$ cat config.mk
export PLATFORM = sky130hd
export DESIGN_NAME = bsc_axiu_addr_interleave_slice_flat
export DESIGN_NICKNAME = d
export VERILOG_FILES = /design/src/rtl/bsc_axiu_addr_interleave_slice_if.sv /design/src/rtl/bsc_axiu_addr_interleave_slice.sv /design/src/flat_wrapper.sv
export SDC_FILE = /design/constraint.sdc
export NUM_CORES = 1
export LEC_CHECK = 0
export BUFFER_PORTS_ARGS = -buffer_cell sky130_fd_sc_hd__buf_4
export CAP_MARGIN = 20
export CORE_MARGIN = 5
export CORE_UTILIZATION = 55
export CTS_BUF_LIST = sky130_fd_sc_hd__clkbuf_8
export DETAILED_ROUTE_END_ITERATION = 7
export GPL_ROUTABILITY_DRIVEN = 0
export GPL_TIMING_DRIVEN = 1
export PLACE_DENSITY = 0.9
export SYNTH_ARGS = -nofsm -noshare
export SYNTH_HDL_FRONTEND = slang
export SYNTH_SLANG_ARGS = --single-unit
export TNS_END_PERCENT = 5
$ cat constraint.sdc
create_clock -name clk -period 2.15 [get_ports clk]
set_input_delay 0.3225 -clock clk [delete_from_list [all_inputs] [get_ports clk]]
set_output_delay 0.3225 -clock clk [all_outputs]
set_load 0.02 [all_outputs]
$ cat src/rtl/bsc_axiu_addr_interleave_slice_if.sv
// One AXI address channel (AR or AW): address, opaque sideband, valid/ready.
// The master drives addr/payload/valid; the slave returns ready.
interface bsc_axiu_addr_interleave_slice_if #(
  parameter int ADDR_WIDTH    = 64,
  parameter int PAYLOAD_WIDTH = 32
);
  logic [ADDR_WIDTH-1:0]    addr;
  logic [PAYLOAD_WIDTH-1:0] payload;
  logic                     valid;
  logic                     ready;

  modport master (output addr, payload, valid, input ready);
  modport slave  (input addr, payload, valid, output ready);
endinterface

$ cat src/rtl/bsc_axiu_addr_interleave_slice.sv
// Skid-buffered address interleaver with run-time stride/enable: 1-cycle latency, full throughput.
// Backpressure: s.ready is registered, drops once the skid fills or a config change is pending.
module bsc_axiu_addr_interleave_slice #(
  parameter int                    ADDR_WIDTH          = 64,
  parameter int                    PAYLOAD_WIDTH       = 32,
  parameter int                    NUM_BANKS_LOG2      = 2,
  parameter int                    BANK_SIZE_LOG2      = 34,
  parameter logic [ADDR_WIDTH-1:0] BASE_ADDR           = '0,
  parameter int                    DEFAULT_STRIDE_LOG2 = 13,
  parameter bit                    DEFAULT_ENABLE      = 1'b1
) (
  input  logic       clk,
  input  logic       rst,
  input  logic       cfg_valid,
  input  logic       cfg_enable,
  input  logic [5:0] cfg_stride_log2,
  output logic       cfg_pending,
  output logic       cfg_err,
  bsc_axiu_addr_interleave_slice_if.slave  s,
  bsc_axiu_addr_interleave_slice_if.master m
);
  localparam int                    WIN   = BANK_SIZE_LOG2 + NUM_BANKS_LOG2;
  localparam logic [ADDR_WIDTH-1:0] NMASK = (ADDR_WIDTH'(1) << NUM_BANKS_LOG2) - ADDR_WIDTH'(1);
  localparam logic [6:0]            MAX_S = 7'(BANK_SIZE_LOG2 - NUM_BANKS_LOG2);
  localparam logic [5:0]            DEF_S = 6'(DEFAULT_STRIDE_LOG2);

  logic                     r_act_en, r_shd_en, r_pending, r_cfg_err;
  logic [5:0]               r_act_stride, r_shd_stride;
  logic                     r_s_rdy, r_m_vld, r_sk_vld;
  logic [ADDR_WIDTH-1:0]    r_m_addr, r_sk_addr;
  logic [PAYLOAD_WIDTH-1:0] r_m_pay, r_sk_pay;

  logic                     w_s_fire, w_load_main, w_sk_vld_nxt;
  logic                     w_legal, w_cfg_take, w_apply, w_pend_nxt;
  logic [ADDR_WIDTH-1:0]    w_remap;

  // In-window addresses get the bank-select field exchanged with the N bits at the stride.
  function automatic logic [ADDR_WIDTH-1:0] f_remap(input logic [ADDR_WIDTH-1:0] addr,
                                                    input logic en, input logic [5:0] sl);
    logic [ADDR_WIDTH-1:0] off, sel, bnk, kept;
    off  = addr - BASE_ADDR;
    sel  = (off >> sl) & NMASK;
    bnk  = (off >> BANK_SIZE_LOG2) & NMASK;
    kept = off & ~(NMASK << sl) & ~(NMASK << BANK_SIZE_LOG2);
    if (en && (addr >= BASE_ADDR) && ((off >> WIN) == '0))
      return BASE_ADDR + (kept | (bnk << sl) | (sel << BANK_SIZE_LOG2));
    return addr;
  endfunction

  always_comb begin
    w_s_fire     = s.valid & r_s_rdy;
    w_load_main  = ~r_m_vld | m.ready;
    // A skid beat always moves to main first; s.ready is low whenever the skid is full.
    w_sk_vld_nxt = w_load_main ? 1'b0 : (r_sk_vld | w_s_fire);
    w_legal      = (cfg_stride_log2 >= 6'd12) && ({1'b0, cfg_stride_log2} <= MAX_S);
    w_cfg_take   = cfg_valid & w_legal;
    w_apply      = r_pending & ~r_m_vld & ~r_sk_vld;
    w_pend_nxt   = w_cfg_take | (r_pending & ~w_apply);
    w_remap      = f_remap(s.addr, r_act_en, r_act_stride);
  end

  always_ff @(posedge clk) begin
    if (rst) begin
      r_act_en     <= DEFAULT_ENABLE;
      r_act_stride <= DEF_S;
      r_shd_en     <= DEFAULT_ENABLE;
      r_shd_stride <= DEF_S;
      r_pending    <= 1'b0;
      r_cfg_err    <= 1'b0;
      r_s_rdy      <= 1'b0;
      r_m_vld      <= 1'b0;
      r_m_addr     <= '0;
      r_m_pay      <= '0;
      r_sk_vld     <= 1'b0;
      r_sk_addr    <= '0;
      r_sk_pay     <= '0;
    end else begin
      r_cfg_err <= cfg_valid & ~w_legal;
      r_pending <= w_pend_nxt;
      r_s_rdy   <= ~w_sk_vld_nxt & ~w_pend_nxt;
      r_sk_vld  <= w_sk_vld_nxt;
      if (w_cfg_take) begin
        r_shd_en     <= cfg_enable;
        r_shd_stride <= cfg_stride_log2;
      end
      if (w_apply) begin
        r_act_en     <= r_shd_en;
        r_act_stride <= r_shd_stride;
      end
      if (w_load_main) begin
        if (r_sk_vld) begin
          r_m_vld  <= 1'b1;
          r_m_addr <= r_sk_addr;
          r_m_pay  <= r_sk_pay;
        end else if (w_s_fire) begin
          r_m_vld  <= 1'b1;
          r_m_addr <= w_remap;
          r_m_pay  <= s.payload;
        end else begin
          r_m_vld  <= 1'b0;
        end
      end else if (w_s_fire) begin
        r_sk_addr <= w_remap;
        r_sk_pay  <= s.payload;
      end
    end
  end

  assign s.ready     = r_s_rdy;
  assign m.valid     = r_m_vld;
  assign m.addr      = r_m_addr;
  assign m.payload   = r_m_pay;
  assign cfg_pending = r_pending;
  assign cfg_err     = r_cfg_err;
endmodule

$ cat src/flat_wrapper.sv
// flat-port wrapper written by rule: the top's interface ports become plain ports
module bsc_axiu_addr_interleave_slice_flat 
#(
  parameter int                    ADDR_WIDTH          = 64,
  parameter int                    PAYLOAD_WIDTH       = 32,
  parameter int                    NUM_BANKS_LOG2      = 2,
  parameter int                    BANK_SIZE_LOG2      = 34,
  parameter logic [ADDR_WIDTH-1:0] BASE_ADDR           = '0,
  parameter int                    DEFAULT_STRIDE_LOG2 = 13,
  parameter bit                    DEFAULT_ENABLE      = 1'b1
)
  (clk, rst, cfg_valid, cfg_enable, cfg_stride_log2, cfg_pending, cfg_err, s_addr, s_payload, s_valid, s_ready, m_addr, m_payload, m_valid, m_ready);
  bsc_axiu_addr_interleave_slice_if #(.ADDR_WIDTH(ADDR_WIDTH), .PAYLOAD_WIDTH(PAYLOAD_WIDTH)) s_i ();
  bsc_axiu_addr_interleave_slice_if #(.ADDR_WIDTH(ADDR_WIDTH), .PAYLOAD_WIDTH(PAYLOAD_WIDTH)) m_i ();
  input  logic clk;
  input  logic rst;
  input  logic cfg_valid;
  input  logic cfg_enable;
  input  logic [5:0] cfg_stride_log2;
  output logic cfg_pending;
  output logic cfg_err;
  input wire logic [$bits(s_i.addr)-1:0] s_addr;
  input wire logic [$bits(s_i.payload)-1:0] s_payload;
  input wire logic [$bits(s_i.valid)-1:0] s_valid;
  output wire logic [$bits(s_i.ready)-1:0] s_ready;
  output wire logic [$bits(m_i.addr)-1:0] m_addr;
  output wire logic [$bits(m_i.payload)-1:0] m_payload;
  output wire logic [$bits(m_i.valid)-1:0] m_valid;
  input wire logic [$bits(m_i.ready)-1:0] m_ready;
  assign s_i.addr = s_addr;
  assign s_i.payload = s_payload;
  assign s_i.valid = s_valid;
  assign s_ready = s_i.ready;
  assign m_addr = m_i.addr;
  assign m_payload = m_i.payload;
  assign m_valid = m_i.valid;
  assign m_i.ready = m_ready;
  bsc_axiu_addr_interleave_slice #(.ADDR_WIDTH(ADDR_WIDTH), .PAYLOAD_WIDTH(PAYLOAD_WIDTH), .NUM_BANKS_LOG2(NUM_BANKS_LOG2), .BANK_SIZE_LOG2(BANK_SIZE_LOG2), .BASE_ADDR(BASE_ADDR), .DEFAULT_STRIDE_LOG2(DEFAULT_STRIDE_LOG2), .DEFAULT_ENABLE(DEFAULT_ENABLE)) u_core (.clk(clk), .rst(rst), .cfg_valid(cfg_valid), .cfg_enable(cfg_enable), .cfg_stride_log2(cfg_stride_log2), .cfg_pending(cfg_pending), .cfg_err(cfg_err), .s(s_i), .m(m_i));
endmodule
Word-level counts from Yosys, hierarchy flattened. Index checks and enable logic that the tools add are counted.

$lt $le $gt $ge: 3. Shift operators: 3. Mux-type cells: 10. Bitwise logic cells: 21. Reductions and logical operators: 7.

Operators with widths (count): 64-bit 2-to-1 mux (4); 64-bit AND (1); 64-bit by 1-bit greater-or-equal comparator with 1-bit output (second input constant) (1); 64-bit logical NOT (1); 32-bit 2-to-1 mux (2); 64-bit inverter (1); 64-bit by 36-bit OR with 64-bit output (1); 64-bit OR (1); 2-bit by 6-bit << shifter with 64-bit output (1); 2-bit by 6-bit << shifter with 64-bit output (first input constant) (1); 64-bit by 6-bit right shift with 2-bit output (1); 1-bit AND (7); 1-bit inverter (7); 6-bit by 4-bit greater-or-equal comparator with 1-bit output (second input constant) (1); 6-bit <= comparator (second input constant) (1); 1-bit 2-to-1 mux (4); 2-bit AND reduction (2); 1-bit logical AND (3); 1-bit OR (3); 2-bit nonzero test (1).

Register bits: 211. Output and inout bits: 100. Word-level logic and storage cells: 57.

Logic depth before layout (Yosys ltp).
Word-level depth: 9. Mapped depth: 10. Depth with buffers taken out: 8.

Worst setup path before layout. OpenSTA, ideal clock, no wires.

Path kind: input-to-reg. Start point: in s_addr[48]. End point: reg u_core.r_m_addr[31] (netlist: u_core.m.addr[31]). Arrival: 1.849 ns. Required time: 2.071 ns. Setup slack: 0.222 ns. Stages on the path: 6. Cells stage by stage: nor4_2 > nand4_2 > or4_1 > mux2i_1 > o21a_1 > nor3_1.

Longest elaborated chain between the ends: 7. Elaborated cells between the ends (all ways): 8. Those cells by class: order compare: 1; mux: 4; reduce/logical: 3.

RTL lines: start: declaration (RTL line flat_wrapper.sv:22) `input wire logic [$bits(s_i.addr)-1:0] s_addr;`; 64-bit by 1-bit greater-or-equal comparator with 1-bit output (RTL line bsc_axiu_addr_interleave_slice.sv:45) `if (en && (addr >= BASE_ADDR) && ((off >> WIN) == '0))`; 1-bit logical AND (RTL line bsc_axiu_addr_interleave_slice.sv:45); 1-bit logical AND * (RTL line bsc_axiu_addr_interleave_slice.sv:45); 1-bit 2-to-1 mux * (RTL line bsc_axiu_addr_interleave_slice.sv:45); 64-bit 2-to-1 mux * (RTL line bsc_axiu_addr_interleave_slice.sv:47) `return addr;`; 64-bit 2-to-1 mux * (RTL line bsc_axiu_addr_interleave_slice.sv:95) `end else if (w_s_fire) begin`; 64-bit 2-to-1 mux * (RTL line bsc_axiu_addr_interleave_slice.sv:91) `if (r_sk_vld) begin`; end signal: assignment (RTL line bsc_axiu_addr_interleave_slice.sv:93) `r_m_addr <= r_sk_addr;`; end signal: assignment (RTL line bsc_axiu_addr_interleave_slice.sv:97) `r_m_addr <= w_remap;`; end: declaration (RTL line bsc_axiu_addr_interleave_slice.sv:30) `logic [ADDR_WIDTH-1:0] r_m_addr, r_sk_addr;`.

Mark *: on every way between the ends. The rest lies on a longest branch, timed or not. The select of a mux whose other input is x is not followed. A chain may end at the register's enable or synchronous reset.

Final worst setup path.
Start point: reg u_core.r_act_stride[4]. End point: reg u_core.r_m_addr[16] (netlist: u_core.m.addr[16]).

Longest elaborated chain between the ends: 9. Elaborated cells between the ends (all ways): 10. Those cells by class: shift: 2; mux: 4; bitwise: 4.

RTL lines: start: declaration (RTL line bsc_axiu_addr_interleave_slice.sv:28) `logic [5:0] r_act_stride, r_shd_stride;`; start signal: assignment (RTL line bsc_axiu_addr_interleave_slice.sv:88) `r_act_stride <= r_shd_stride;`; 2-bit by 6-bit << shifter with 64-bit output (RTL line bsc_axiu_addr_interleave_slice.sv:44) `kept = off & ~(NMASK << sl) & ~(NMASK << BANK_SIZE_LOG2);`; 64-bit inverter (RTL line bsc_axiu_addr_interleave_slice.sv:44); 64-bit AND (RTL line bsc_axiu_addr_interleave_slice.sv:44); 64-bit OR * (RTL line bsc_axiu_addr_interleave_slice.sv:46) `return BASE_ADDR + (kept | (bnk << sl) | (sel << BANK_SIZE_LOG2));`; 64-bit by 36-bit OR with 64-bit output * (RTL line bsc_axiu_addr_interleave_slice.sv:46); 64-bit 2-to-1 mux * (RTL line bsc_axiu_addr_interleave_slice.sv:45); 64-bit 2-to-1 mux * (RTL line bsc_axiu_addr_interleave_slice.sv:47); 64-bit 2-to-1 mux * (RTL line bsc_axiu_addr_interleave_slice.sv:95); 64-bit 2-to-1 mux * (RTL line bsc_axiu_addr_interleave_slice.sv:91).

Marks and branches as above.

==> flow_summary.yaml <==
global_routing:
  top_usage_layer: "met2"
  antenna_found_initial: 0
  grt_use_met1: 0.378
  grt_pass1_vias: 10266
  grt_usage: 0.295
  use_met3: 0.0603
  grt_pass1_wl_mm: 53.1
  gr-total-overflow: 0
  grt_use_met2: 0.479
  grt_max_degree: 96
pwr:
  p_leak_nw: 5.05
  ir_drop_mv: 0.464
  p_per_area_mw_per_mm2: 689
  p_total_w: 0.00922
timing:
  clock_skew_ns: 0.0301
  worst_pin_slew_ns: 0.613
  period_needed_ns: 2.09
  setup_tns_ns: 0
  rsz0062_at_grt: "true"
  slew_violations: 0
  fin_ws_ns: 0.0623
  fmax_ghz: 0.479
  finalHoldViolCount: 0
  relSlewSlack: 0.591
  setup_viol: 0
  fin_crit_sh: 0.971
worst_setup_path:
  crit_buf_inv: 1
  worstPathArrival_ns: 2.48
  cp-end-kind: "flip-flop"
  start_kind: "flip-flop"
  path_class: "flip-flop to flip-flop"
  r2r_slack_ns: 0.06
  cpPeakStageDelay_ns: 0.52
  reg2reg_to: "u_core.m.addr[16]"
  critical-path-slowest-cell: "dfxtp_1"
  path_max_fanout: 9
  reg2reg_depth: 7
  path_cells: "nor2b_1, buf_4, a32oi_1, o41a_1, a21oi_1, nand2b_1, a31oi_1"
  cp_top_family: "compound AO/OA/AOI/OAI gates"
  critPathRequiredTime_ns: 2.55
  reg2reg_from: "u_core.r_act_stride[4]"
run_status:
  status: "finished, violations left"
  violations: "design-rule violations"
min_path:
  min_to: "u_core.r_sk_pay[20]"
  hold_depth: 3
  hold_path.class: "input pin to flip-flop"
  min_from: "s_payload[20]"
clock_network:
  insertion_delay_ns: 0.54
  cts_setup_buffers: 0
  cts_tree: "done"
  clock_sinks: 211
  cts-buffers-inserted: 35
  ctsHtreeMaxLevel: 2
  clk_pin_slew_worst_paths_ns: 0.06
  cts_root_buf: "clkbuf_8"
  cts-hold-fix-buffers: 0
  cts_buffer_depth: 3
synthesis:
  ys_async_sr_fraction: 0
  ys_warn_count: 0
  synth_edf_count: 0
  ys_types: 66
  avgSynthCellArea_um2: 8.55
  ys_seq_area_frac: 0.403
  syn_nets: 1336
  ys.flop_type: "dfxtp_1"
  postSynthCellCount: 1226
  ys_seq_elements: 211
  netlist_area_mm2: 0.0105
finish:
  fin_nets: 1555
  drive_above_1_share: 0.287
  diodes: 0
  postLayoutCoreUtil: 0.712
  syn2layout_area_growth_pct: 27.5
  fin_area_mm2: 0.0134
placement:
  post-place-ws_ns: -0.166
  port_buffers: 207
  dpl-instance-area_mm2: 0.0126
  dp_hpwl_mm: 23.1
detailed_routing:
  wl_per_cell_um: 19.6
  finalWirelength_mm: 33.4
  drt_first_pass_iters: 8
  viasPerCell: 6.25
  drt_iter0_markers: 1296
  drc: 1
  vias: 10635
  ant_nets: 0
floorplanning:
  start_util: 0.559
  core_mm2: 0.0188
  dieArea_mm2: 0.0219
  dieWidth_um: 148
  rows: 50
  io_pins: 208
  die_h_um: 148
flow_run:
  cap_violations: 0
-- layout make-up --
| class | instances | area, um^2 |
|---|---|---|
| repair buffers | 295 | 2340 |
| clock buffers | 48 | 661 |
| well taps | 234 | 293 |
| fillers | 1339 | 5400 |
| flip-flops and latches | 211 | 4230 |
| inverters | 10 | 37.5 |
| multi-input cells | 892 | 5740 |
| clock inverters | 12 | 67.6 |
-- cells in the final DEF, fill, tap and decap left out, types with 11 or more instances in the layout --
| cell type | netlist | final |
|---|---|---|
| a31oi_1 | 20 | 20 |
| nor2_1 | 125 | 122 |
| nor3_1 | 75 | 75 |
| a211oi_1 | 66 | 66 |
| nor4_2 | 15 | 15 |
| mux2i_1 | 69 | 69 |
| a21oi_1 | 80 | 80 |
| dfxtp_1 | 211 | 209 |
| and3_1 | 17 | 16 |
| nand2_1 | 131 | 131 |
| o21ai_0 | 54 | 53 |
| buf_4 | 3 | 284 |
| inv_1 | 8 | 16 |
| o21a_1 | 30 | 30 |
| clkbuf_8 | 0 | 48 |
| nor3_2 | 17 | 17 |
| nand3b_1 | 35 | 35 |
| mux4_2 | 11 | 11 |
| nand3_1 | 38 | 37 |
-- cells in the mapped netlist (9+ instances only) --
library cell	instances	area [um^2]
a211o_1	9	78.8
a211oi_1	66	495
a21oi_1	80	400
a31oi_1	20	125
and3_1	17	106
buf_2	16	80.1
clkbuf_1	79	297
dfxtp_1	211	4220
mux2i_1	69	691
mux4_2	11	248
nand2_1	131	492
nand3_1	38	190
nand3b_1	35	263
nor2_1	125	469
nor2b_1	10	62.6
nor3_1	75	375
nor3_2	17	170
nor4_2	15	188
o21a_1	30	225
o21ai_0	54	270
-- worst max path at each step --
stage                                 from                 to  slack [ns]  cells after the start
floorplan                       s_addr[48]  u_core.m.addr[31]        0.22                      6
global placement                s_addr[48]   u_core.m.addr[5]       -0.09                      9
detailed placement              s_addr[48]   u_core.m.addr[5]       -0.17                      9
CTS                 u_core.r_act_stride[1]  u_core.m.addr[34]        0.03                      8
global route        u_core.r_act_stride[1]  u_core.m.addr[16]       -0.02                      9
finish              u_core.r_act_stride[4]  u_core.m.addr[16]        0.06                      7
-- metrics by stage --
step                hold WS, ns  instances
finish                   0.0375       1702
global route             0.0269       1702
CTS                      0.0101       1702
floorplan                 0.436       1226
detailed placement        0.446       1642
global placement          0.441       1642
-- state kept, by name, summed over array words and instances (netlist names), 6 cells and up --
name and flops:
u_core.m.addr 64, u_core.r_sk_addr 64, u_core.m.payload 32, u_core.r_sk_pay 32
u_core.r_act_stride 6, u_core.r_shd_stride 6
-- logic make-up after synthesis --
kind of cell	share of synthesized area
mux	0.0938
flops	0.403
simple gates	0.257
buf+inv	0.0530
compound gates	0.191
fa+ha+maj	0.00239
-- what timing repair did --
item	4_1_cts	5_1_grt
resized for setup	1	4
endpoints found under the setup margin	3	8
pin swaps	0	0
-- report_power, final --
group / switching [W] / internal (W) / total [W] / leakage [nW]
combinational: 0.000824 / 0.000606 / 0.00143 / 2.92
clock: 0.00162 / 0.00199 / 0.00362 / 0.403
sequential: 0.0000993 / 0.00407 / 0.00417 / 1.72
-- metal layers --
| layer | wire, um | up-vias |
|---|---|---|
| li1 | - | 4893 |
| met1 | 12800 | 4948 |
| met2 | 15600 | 665 |
| met3 | 3530 | 129 |
| met4 | 1540 | 0 |
| met5 | 0 | - |
-- worst min-delay path, delay by kind of cell --
| kind | cells | cell delay, ns |
|---|---|---|
| buffers and inverters | 1 | 0.11 |
| and+or+nand+nor | 1 | 0.05 |
| AOI/OAI and AO/OA | 1 | 0.05 |
Note: power is estimated with default switching activity, not from simulation.
